$ cat src/rtl/sti_rx.sv
`default_nettype none
// ============================================================================
// Module   : sti_rx
// Brief    : STI serial receiver. Rebuilds 16-bit words from a framed bit
//            stream and buffers them in a 2-entry valid/ready output FIFO.
//            Optional macro STI_RX_ERR_EN enables the po_err short-frame pulse.
// Revision : 1.0  initial release
// ============================================================================
module sti_rx (
    input  logic        clk,
    input  logic        reset,
    input  logic        si_data,
    input  logic        si_valid,
    input  logic [1:0]  cfg_length,
    input  logic        cfg_msb,
    input  logic        cfg_fill,
    input  logic        cfg_low,
    input  logic        cfg_end,
    output logic [15:0] po_data,
    output logic        po_valid,
    input  logic        po_ready,
    output logic        po_err,
    output logic        rx_ovf,
    output logic        rx_done
);

    localparam logic [1:0] S_IDLE   = 2'd0;
    localparam logic [1:0] S_SHIFT  = 2'd1;
    localparam logic [1:0] S_FINISH = 2'd2;

    logic [1:0]  r_state;
    logic [5:0]  r_cnt;
    logic [31:0] r_word;
    logic [1:0]  r_len;
    logic        r_msb;
    logic        r_fill;
    logic        r_low;
    logic [15:0] r_head;
    logic [15:0] r_tail;
    logic [1:0]  r_fcnt;
    logic        r_ovf;
    logic        r_done;

    logic        w_idle;
    logic [1:0]  w_len_sel;
    logic        w_msb_sel;
    logic [5:0]  w_k;
    logic [5:0]  w_n;
    logic [5:0]  w_pos;
    logic [31:0] w_word_next;
    logic        w_complete;
    logic [15:0] w_push_data;
    logic        w_pop;
    logic        w_drained;

    // The first bit of a frame is sampled in IDLE, so the live cfg inputs
    // decide its position; later bits use the values latched on that edge.
    assign w_idle    = (r_state == S_IDLE);
    assign w_len_sel = w_idle ? cfg_length : r_len;
    assign w_msb_sel = w_idle ? cfg_msb : r_msb;
    assign w_k       = w_idle ? 6'd1 : (r_cnt + 6'd1);
    assign w_n       = {1'b0, w_len_sel, 3'b000} + 6'd8;
    assign w_pos     = w_msb_sel ? (w_n - w_k) : (w_k - 6'd1);

    always_comb begin
        w_word_next             = w_idle ? 32'd0 : r_word;
        w_word_next[w_pos[4:0]] = si_data;
    end

    assign w_complete = (r_state == S_SHIFT) && si_valid && (w_k == w_n);

    always_comb begin
        w_push_data = w_word_next[15:0];
        case (r_len)
            2'd0: w_push_data = r_low ? {w_word_next[7:0], 8'h00}
                                      : {8'h00, w_word_next[7:0]};
            2'd1: w_push_data = w_word_next[15:0];
            2'd2: w_push_data = r_fill ? w_word_next[23:8]  : w_word_next[15:0];
            2'd3: w_push_data = r_fill ? w_word_next[31:16] : w_word_next[15:0];
            default: w_push_data = w_word_next[15:0];
        endcase
    end

    assign po_valid  = (r_fcnt != 2'd0);
    assign po_data   = r_head;
    assign rx_ovf    = r_ovf;
    assign rx_done   = r_done;
    assign w_pop     = po_valid && po_ready;
    assign w_drained = (r_fcnt == 2'd0) || ((r_fcnt == 2'd1) && w_pop);

    always_ff @(posedge clk or negedge reset) begin
        if (!reset) begin
            r_state <= S_IDLE;
            r_cnt   <= 6'd0;
            r_word  <= 32'd0;
            r_len   <= 2'd0;
            r_msb   <= 1'b0;
            r_fill  <= 1'b0;
            r_low   <= 1'b0;
            r_done  <= 1'b0;
        end else begin
            case (r_state)
                S_IDLE: begin
                    if (cfg_end && w_drained) begin
                        r_state <= S_FINISH;
                        r_done  <= 1'b1;
                    end else if (si_valid) begin
                        r_state <= S_SHIFT;
                        r_len   <= cfg_length;
                        r_msb   <= cfg_msb;
                        r_fill  <= cfg_fill;
                        r_low   <= cfg_low;
                        r_cnt   <= 6'd1;
                        r_word  <= w_word_next;
                    end
                end
                S_SHIFT: begin
                    if (si_valid) begin
                        r_word <= w_word_next;
                        if (w_complete) begin
                            r_state <= S_IDLE;
                            r_cnt   <= 6'd0;
                        end else begin
                            r_cnt <= w_k;
                        end
                    end else begin
                        // Short frame: partial word is simply abandoned.
                        r_state <= S_IDLE;
                        r_cnt   <= 6'd0;
                    end
                end
                S_FINISH: r_state <= S_FINISH;
                default:  r_state <= S_IDLE;
            endcase
        end
    end

    // Two-entry FIFO; r_head is the registered output word.
    always_ff @(posedge clk or negedge reset) begin
        if (!reset) begin
            r_head <= 16'd0;
            r_tail <= 16'd0;
            r_fcnt <= 2'd0;
            r_ovf  <= 1'b0;
        end else begin
            case (r_fcnt)
                2'd0: begin
                    if (w_complete) begin
                        r_head <= w_push_data;
                        r_fcnt <= 2'd1;
                    end
                end
                2'd1: begin
                    case ({w_complete, w_pop})
                        2'b11:   r_head <= w_push_data;
                        2'b01:   r_fcnt <= 2'd0;
                        2'b10: begin
                            r_tail <= w_push_data;
                            r_fcnt <= 2'd2;
                        end
                        default: r_fcnt <= 2'd1;
                    endcase
                end
                2'd2: begin
                    case ({w_complete, w_pop})
                        2'b11: begin
                            r_head <= r_tail;
                            r_tail <= w_push_data;
                        end
                        2'b01: begin
                            r_head <= r_tail;
                            r_fcnt <= 2'd1;
                        end
                        2'b10:   r_ovf  <= 1'b1;
                        default: r_fcnt <= 2'd2;
                    endcase
                end
                default: r_fcnt <= 2'd0;
            endcase
        end
    end

`ifdef STI_RX_ERR_EN
    logic w_short;
    logic r_err;

    assign w_short = (r_state == S_SHIFT) && !si_valid;

    always_ff @(posedge clk or negedge reset) begin
        if (!reset) begin
            r_err <= 1'b0;
        end else begin
            r_err <= w_short;
        end
    end

    assign po_err = r_err;
`else
    assign po_err = 1'b0;
`endif

endmodule
`default_nettype wire
$ cat config.mk
export PLATFORM = sky130hd
export DESIGN_NAME = sti_rx
export DESIGN_NICKNAME = d
export VERILOG_FILES = /design/src/rtl/sti_rx.sv
export SDC_FILE = /design/constraint.sdc
export NUM_CORES = 1
export LEC_CHECK = 0
export CORE_MARGIN = 2
export CORE_UTILIZATION = 23
export CTS_BUF_LIST = sky130_fd_sc_hd__clkbuf_16
export CTS_CLUSTER_DIAMETER = 50
export DETAILED_ROUTE_END_ITERATION = 16
export PLACE_DENSITY_LB_ADDON = 0.25
export SYNTH_ARGS = -nofsm -noshare
export SYNTH_HDL_FRONTEND = slang
export SYNTH_SLANG_ARGS = --single-unit
$ cat constraint.sdc
create_clock -name clk -period 13 [get_ports clk]
set_input_delay 2.6 -clock clk [delete_from_list [all_inputs] [get_ports clk]]
set_output_delay 2.6 -clock clk [all_outputs]
set_load 0.05 [all_outputs]
After elaboration in Yosys (flattened, before gate mapping)
Cells that the tools add are included.

storage, ports and cells
  bits in writable memories = 0
  memory bits (read-only) = 0
  memories kept = 0
  word-level logic and storage cells = 101
  output and inout bits = 20
  bits in latches = 0
  register bits = 81

cells by class
  multiply operators = 0
  mux-type cells = 35
  bitwise logic cells = 1
  reductions and logical operators = 25
  eq/ne operators = 22
  divide/modulo/power cells = 0
  $lt $le $gt $ge = 2
  shifts and indexed selects = 0
  add/subtract/negate cells = 4

operators by type and width
  operator                                                    count
  two-way mux 16 bit                                          7
  two-way mux 32 bit                                          3
  one-hot mux 16 bit (4 select lines)                         1
  one-hot mux 32 bit (2 select lines)                         1
  one-hot mux 16 bit (3 select lines)                         1
  bitwise mux 32 bit                                          1
  one-hot mux 16 bit (2 select lines)                         1
  two-way mux 6 bit                                           5
  one-hot mux 2 bit (3 select lines)                          3
  == test 2 bit, second input constant                        6
  two-way mux 2 bit                                           6
  inequality test 2 bit, second input constant                6
  one-hot mux 6 bit (2 select lines)                          1
  AND reduction 3 bit                                         4
  == test 2 x 1 -> 1 bit, second input constant               4
  AND reduction 2 bit                                         4
  adder 5 x 4 -> 6 bit, second input constant                 1
  adder 6 x 1 -> 6 bit, second input constant                 1
  == test 6 bit                                               1
  logical AND 1 bit                                           6
  zero test 2 bit                                             3
  less-than comparator 5 x 6 -> 1 bit, second input constant  1
  inequality test 2 x 1 -> 1 bit, second input constant       3
  nonzero test 2 bit                                          3
  other kinds (14)                                            16

Logic depth before layout (Yosys ltp)
Gate-level depths: netlist of run 1.

  depth after elaboration = 14
  depth in mapped cells = 21
  gate-level depth less buffers = 16

Least setup slack after synthesis of run 1
No wires, ideal clock.

  kind = input -> register
  start = input cfg_length[0]
  end = register r_head[5] (netlist: po_data[5])
  data arrival time = 5.243 ns
  path buffers = 2
  cell stages on the path = 16
  path slack = 7.639 ns
  required time = 12.882 ns
  cells stage by stage = mux2i_1 -> inv_1 -> ha_1 -> xnor2_1 -> and2_1 -> nand4_1 -> inv_1 -> ha_1 -> inv_1 -> a21o_1 -> a221o_1 -> clkbuf_1 -> clkbuf_1 -> nand2_1 -> o21ai_0 -> a21o_1

on the way
  cells in the longest elaborated chain, start to end = 13
  elaborated cells on any way between the ends = 26

RTL lines
  element                                                                                                           line        source
  from (decl)                                                                                                       14          input logic [1:0] cfg_length,
  two-way mux 2 bit *                                                                                               59          assign w_len_sel = w_idle ? cfg_length : r_len;
  adder 5 x 4 -> 6 bit *                                                                                            62          assign w_n = {1'b0, w_len_sel, 3'b000} + 6'd8;
  subtractor 5 bit                                                                                                  63          assign w_pos = w_msb_sel ? (w_n - w_k) : (w_k - 6'd1);
  two-way mux 5 bit                                                                                                 63
  less-than comparator 5 x 6 -> 1 bit (implied by the code) / >= comparator 5 x 1 -> 1 bit (equally long branches)  67          w_word_next[w_pos[4:0]] = si_data;
  logical AND 1 bit (implied by the code)                                                                           67
  two-way mux 1 bit (implied by the code)                                                                           67
  demux 1 bit (select 5 bit)                                                                                        67
  bitwise mux 32 bit                                                                                                67
  two-way mux 16 bit (on tied branches)                                                                             79, 75, 78
  one-hot mux 16 bit (4 select lines)                                                                               74          case (r_len)
  two-way mux 16 bit (on tied branches)                                                                             154, 148
  one-hot mux 16 bit (3 select lines)                                                                               146         case (r_fcnt)
  to (signal assigned)                                                                                              149         r_head <= w_push_data;
  to (signal assigned)                                                                                              155         2'b11: r_head <= w_push_data;
  to (signal assigned)                                                                                              167         r_head <= r_tail;
  to (decl)                                                                                                         38          logic [15:0] r_head;

Every way passes the cells marked *; elsewhere a longest branch is shown, timed or not. The select of a mux whose other input is x is not followed.
A chain may end at the register's enable or synchronous reset.

Final worst setup path of run 1
  start = input cfg_length[0]
  end = register r_head[0] (netlist: po_data[0])

Same word-level chain as after synthesis.

==> results of run 1 <==
[flip-flops by register name, indices dropped and copies added (netlist names)]
name and count:
rx_done 1, r_word 32, r_fill 1, rx_ovf 1, r_state 2, r_fcnt 2, r_tail 16, r_low 1
po_data 16, r_msb 1, r_len 2, r_cnt 6
[final cells by class]
type / instances / area (um^2) / area share [%]
tap: 319 / 399 / 6.26
sequential: 81 / 2030 / 31.8
timing repair buffer: 37 / 348 / 5.45
inverter: 29 / 109 / 1.71
clock inverter: 7 / 119 / 1.86
clock buffer: 9 / 225 / 3.53
multi-input combinational: 492 / 3150 / 49.4
[path summary, 6_finish.rpt]
| check | cells after the start | slack, ns | endpoint | startpoint |
|---|---|---|---|---|
| max | 15 | 6.93 | po_data[0] | cfg_length[0] |
| min | 1 | 0.47 | rx_ovf | rx_ovf |
| max reg2reg | 12 | 8.66 | r_tail[7] | r_state[0] |
| min reg2reg | 1 | 0.47 | rx_ovf | rx_ovf |
| max in group asynchronous | 2 | 9.75 | r_len[0] | reset |
| min in group asynchronous | 1 | 2.11 | r_fcnt[1] | reset |
[metal layers]
| metal | part of all wire [%] | vias up | wire, um |
|---|---|---|---|
| li1 | - | 2367 | - |
| met1 | 51 | 2341 | 8510 |
| met2 | 43 | 123 | 7240 |
| met3 | 4.3 | 17 | 722 |
| met4 | 1.2 | 0 | 205 |
| met5 | 0 | - | 0 |
[stage by stage]
| stage | total power (uW) | hold WS, ns | cell area [um^2] | worst slack, ns |
|---|---|---|---|---|
| 5_1_grt | 582 | 0.497 | 6380 | 6.59 |
| 6_report | 563 | 0.473 | 6380 | 6.93 |
| 3_3_place_gp | 271 | 0.464 | 6030 | 6.59 |
| 3_5_place_dp | 271 | 0.453 | 6030 | 6.55 |
| 4_1_cts | 571 | 0.472 | 6380 | 6.92 |
| 2_1_floorplan | 261 | 0.450 | 5480 | 7.64 |
[power groups by stage]
stage / Clock (uW) / Sequential [uW] / Combinational (uW)
after floorplan: 0 / 258 / 3.03
after global placement: 0 / 257 / 14.1
after detailed placement: 0 / 257 / 14.1
after CTS: 305 / 252 / 14.2
after global routing: 314 / 252 / 15.0
final: 297 / 252 / 13.5
[worst register-to-register path, cell delays in order, from the launching register on]
cell and delay (ns):
dfrtp_1 0.58, or2_2 0.21, buf_4 0.48, nand2_1 0.16
ha_1 0.50, inv_1 0.09, o21ai_0 0.58, and3_1 0.30
nand4_1 0.17, mux2_1 0.41, a221oi_2 0.44, o21ai_1 0.17
a31oi_1 0.19
[synthesized netlist by cell type (3+ instances only)]
master	instances	share of area [%]
a311o_1	4	0.73
clkbuf_1	29	2.0
a21oi_1	55	5.0
o21a_1	6	0.82
o21ai_0	40	3.7
nand2b_1	16	1.8
and2_1	4	0.46
buf_2	7	0.64
a21o_1	6	0.82
xnor2_1	3	0.48
nor2_1	49	3.4
mux2i_1	21	3.8
o21ai_1	7	0.64
nand2_1	72	4.9
dfrtp_1	81	37
mux2_4	3	0.82
nor3_1	16	1.5
ha_1	13	3.0
a31oi_1	24	2.7
a22o_1	13	2.1
or3_1	6	0.68
mux2_2	13	2.7
o2111ai_1	10	1.6
and3_1	10	1.1
o21bai_1	3	0.41
inv_1	29	2.0
nand3_1	15	1.4
o211ai_1	11	1.5
o31ai_1	11	1.5
buf_1	4	0.27
nand4_1	5	0.57
nor4_1	3	0.34
o22ai_1	13	1.5
[kinds of logic after synthesis]
logic type / count (synthesis)
AOI/OAI and AO/OA: 221
xor gates and xnor gates: 8
adders and majority gates: 13
buffers and inverters: 73
DFF: 81
muxes: 40
other: 1
and+or+nand+nor: 209
==> flow_summary.json, run 1 <==
{
  "p_leak_uw": 0.00270,
  "place_hpwl_um": 11700,
  "yosys.area_share.simple_pct": 18.0,
  "grt_busiest_layer": "met2",
  "port_buffers": 29,
  "critPathArrivalTime_ns": 6.36,
  "postSynthCellCount": 646,
  "synth_compound_area_share_pct": 26.7,
  "status": "finished clean",
  "cp.required_ns": 13.29,
  "ys.flop_type": "dfrtp_1",
  "clockBufferDepth": 2,
  "layout_commonest_cell": "dfrtp_1",
  "clock_skew_ns": 0.00728,
  "cp-end-kind": "flop",
  "clk_pin_slew_ns": 0.07,
  "post_cts_resized": 0,
  "max_freq_ghz": 0.165,
  "routedWlPerCell_um": 17.1,
  "dieArea_um2": 25100,
  "crit_buf_inv": 5,
  "synth-seq-cells": 81,
  "fillCellCount": 2610,
  "overflow": 0,
  "crit_top_cell": "inv_1",
  "crit_path_start_kind": "input port",
  "yosys.area_share.adder_pct": 2.97,
  "synth_mux_area_share_pct": 8.03,
  "grt_util_all_layers_pct": 13.9,
  "power_density_nw_per_um2": 88.3,
  "drt_wl_total_um": 16700,
  "coreArea_um2": 23400,
  "synth_nets": 670,
  "synthesis.area_um2": 5480,
  "seq_power_share_pct": 44.8,
  "drive_above_1_share_pct": 9.16,
  "synth_top_family_by_area": "compound AO/OA/AOI/OAI gates",
  "row_count": 56,
  "ctsHoldBuffers": 0,
  "grt_util_met2_pct": 21.1,
  "crit_chain": "clkdlybuf4s50_1, mux2i_1, inv_1, ha_1, xnor2_1, and2_1, nand4_1, inv_1, ha_1, inv_1, a21o_1, a221o_1, buf_4, nor2_1, a221o_1",
  "intPower_uw": 444,
  "report.final.slew_viol_count": 0,
  "dp_cells": 958,
  "clock-sinks": 81,
  "drtIter0Drc": 363,
  "hold_violations": 0,
  "synthToLayoutAreaGrowth_pct": 16.3,
  "cp_top_family": "simple AND/OR/NAND/NOR gates",
  "num_antenna_cells": 0,
  "synth_xor_area_share_pct": 1.69,
  "die_h_um": 158,
  "clkPwrFrac_pct": 52.8,
  "htree_levels": 3,
  "grt_max_degree": 64,
  "post_cts.repair.setup_buffers": 0,
  "first_pass_iters": 5,
  "antenna_left": 0,
  "cp_slowest_stage_delay_ns": 0.52,
  "cp_slowest_cell": "nor2_1",
  "relSlewSlack_pct": 31.3,
  "cts_root_buf": "clkbuf_16",
  "switching_share_pct": 21.2,
  "cts-buffers-inserted": 9,
  "vias_per_cell": 4.98,
  "maxCapViolations": 0,
  "io_pins": 31,
  "post-route-drc-count": 0,
  "peakVddDrop_mv": 0.0541,
  "seq_area_frac_synth_pct": 37.0,
  "synth_edf_count": 0,
  "synth_cell_types": 66,
  "fin_crit_sh_pct": 46.7,
  "clock_latency_ns": 0.35,
  "p_sw_uw": 119,
  "via_count": 4848,
  "pwr-share-comb_pct": 2.4,
  "grtUsageMet3_pct": 2.67,
  "utilization_pct": 27.3,
  "setup_viol_count_final": 0,
  "grt_setup_unrepaired": "no",
  "tightest_slew_ns": 1.03,
  "fin_tns_setup_ns": 0,
  "grt_pass1_wl_um": 26700,
  "synthArstFlopShare_pct": 100,
  "grt_pass1_vias": 4525,
  "fin_cells": 974,
  "cts_tree": "yes",
  "yosysWarnings": 0,
  "grt_util_met1_pct": 20.2,
  "start_util_pct": 23.4,
  "worst-setup-path-type": "in -> reg",
  "period_minus_slack_ns": 6.07,
  "antenna_found_initial": 0,
  "layout_common_cells": "dfrtp_1 (81), nand2_1 (72), a21oi_1 (55), nor2_1 (49), o21ai_0 (40)",
  "cp_max_fo": 26,
  "post_synth.cell_area_avg_um2": 8.49,
  "worstHoldPathType": "reg -> reg",
  "gp_congestion": 0.805,
  "fp.dieW_um": 158,
  "final_nets": 674
}
(Power assumes the default switching activity.)
==> run 2, diff against run 1 <==
==> constraint.sdc (replaced) <==
create_clock -name clk -period 6 [get_ports clk]
set_input_delay 1.2 -clock clk [delete_from_list [all_inputs] [get_ports clk]]
set_output_delay 1.2 -clock clk [all_outputs]
set_load 0.05 [all_outputs]
==> flow_summary.json, run 2 (synthesis gave the netlist of run 1 again) <==
{
  "report.final.slew_viol_count": 0,
  "num_antenna_cells": 0,
  "die_h_um": 158,
  "via_count": 4858,
  "intPower_uw": 918,
  "cp.required_ns": 6.29,
  "antenna_left": 0,
  "pre_cts_ws_ns": 1.12,
  "synthToLayoutAreaGrowth_pct": 15.9,
  "clock_latency_ns": 0.35,
  "overflow": 0,
  "cp_slowest_cell": "clkdlybuf4s50_1",
  "crit_buf_inv": 5,
  "power_density_nw_per_um2": 185,
  "worst-setup-path-type": "in -> reg",
  "relSlewSlack_pct": 31.6,
  "status": "finished clean",
  "clkPwrFrac_pct": 51.0,
  "antenna_found_initial": 0,
  "clock-sinks": 81,
  "row_count": 56,
  "worstHoldPathType": "reg -> reg",
  "layout_commonest_cell": "dfrtp_1",
  "clk_pin_slew_ns": 0.06,
  "start_util_pct": 23.4,
  "peakVddDrop_mv": 0.117,
  "fp.dieW_um": 158,
  "cp_slowest_stage_delay_ns": 0.42,
  "hold_violations": 0,
  "grt_util_all_layers_pct": 14.2,
  "cp_max_fo": 25,
  "io_pins": 31,
  "fin_area_um2": 6350,
  "cp-end-kind": "flop",
  "critPathArrivalTime_ns": 4.81,
  "seq_power_share_pct": 46.5,
  "clockBufferDepth": 2,
  "reg2reg_from": "r_state[0]",
  "cp_top_family": "buffers and inverters",
  "first_pass_iters": 7,
  "fin_tns_setup_ns": 0,
  "tightest_slew_ns": 1.02,
  "port_buffers": 29,
  "drtIter0Drc": 305,
  "startpoint": "cfg_length[0]",
  "p_sw_uw": 259,
  "fillCellCount": 2554,
  "vias_per_cell": 4.99,
  "post_cts.repair.setup_buffers": 0,
  "hp-start": "rx_ovf",
  "post_cts_resized": 0,
  "routedWlPerCell_um": 17.3,
  "htree_levels": 3,
  "period_minus_slack_ns": 4.52,
  "dieArea_um2": 25100,
  "whs_ns": 0.464,
  "p_leak_uw": 0.00268,
  "fin_crit_sh_pct": 75.3,
  "drive_above_1_share_pct": 9.16,
  "largest_register_ffs": 32,
  "maxCapViolations": 0,
  "ctsHoldBuffers": 0,
  "post-route-drc-count": 0,
  "grt_max_degree": 44,
  "crit_top_cell": "inv_1",
  "cts-buffers-inserted": 9,
  "cts_tree": "yes",
  "grt_pass1_vias": 4634,
  "switching_share_pct": 22.0,
  "gp_congestion": 0.851,
  "coreArea_um2": 23400,
  "clock_skew_ns": 0.00649,
  "drt_wl_total_um": 16900,
  "setup_viol_count_final": 0,
  "max_freq_ghz": 0.221,
  "place_area_um2": 6030,
  "crit_path_start_kind": "input port",
  "layout_common_cells": "dfrtp_1 (81), nand2_1 (72), a21oi_1 (55), nor2_1 (49), o21ai_0 (40)",
  "crit_chain": "clkdlybuf4s50_1, mux2i_1, inv_1, ha_1, xnor2_1, and2_1, nand4_1, inv_1, ha_1, inv_1, a21o_1, a221o_1, buf_4, or2_0, a21oi_1, a21o_1",
  "final_nets": 674,
  "fin_ws_ns": 1.48,
  "top_register": "r_word",
  "cts_root_buf": "clkbuf_16",
  "pwr-share-comb_pct": 2.5,
  "grt_pass1_wl_um": 27500,
  "total_power_uw": 1180,
  "place_hpwl_um": 12000,
  "grt_setup_unrepaired": "no"
}
==> run 2: power by group through the flow <==
| stage | Clock (uW) | Combinational, uW | Sequential, uW |
|---|---|---|---|
| after global placement | 0 | 30.7 | 557 |
| final | 601 | 29.4 | 547 |
| after floorplan | 0 | 6.57 | 558 |
| after detailed placement | 0 | 30.6 | 557 |
| after global routing | 638 | 33.3 | 546 |
| after CTS | 619 | 30.6 | 546 |
==> run 2: path summary, 6_finish.rpt <==
check	slack, ns	cells past startpoint	to
setup / recovery	1.48	16	po_data[4]
hold / removal	0.46	1	rx_ovf
hold reg to reg	0.46	1	rx_ovf
min in group asynchronous	0.84	1	r_fcnt[0]
max in group asynchronous	4.18	2	r_word[26]
setup reg to reg	1.85	17	po_data[4]
==> run 2: area by class of cell <==
| type | instances | area [um^2] | share of cell area (%) |
|---|---|---|---|
| Inverter | 29 | 109 | 1.71 |
| Clock buffer | 9 | 225 | 3.54 |
| Tap cell | 319 | 399 | 6.28 |
| Clock inverter | 7 | 95.1 | 1.50 |
| Multi-Input combinational cell | 492 | 3150 | 49.6 |
| Timing Repair Buffer | 37 | 348 | 5.47 |
| Sequential cell | 81 | 2030 | 31.9 |
==> run 2: routing by layer <==
layer	global-route usage [%]	vias up	wire length [um]
li1	-	2368	-
met1	21.6	2373	8920
met2	20.4	104	7080
met3	2.91	13	703
met4	2.96	0	174
met5	0	-	0
==> run 2: metrics by stage <==
stage,utilization (%),instances
after floorplan,-,646
after global placement,25.8,958
after detailed placement,25.8,958
after CTS,27.1,974
after global routing,27.1,974
final,27.1,974
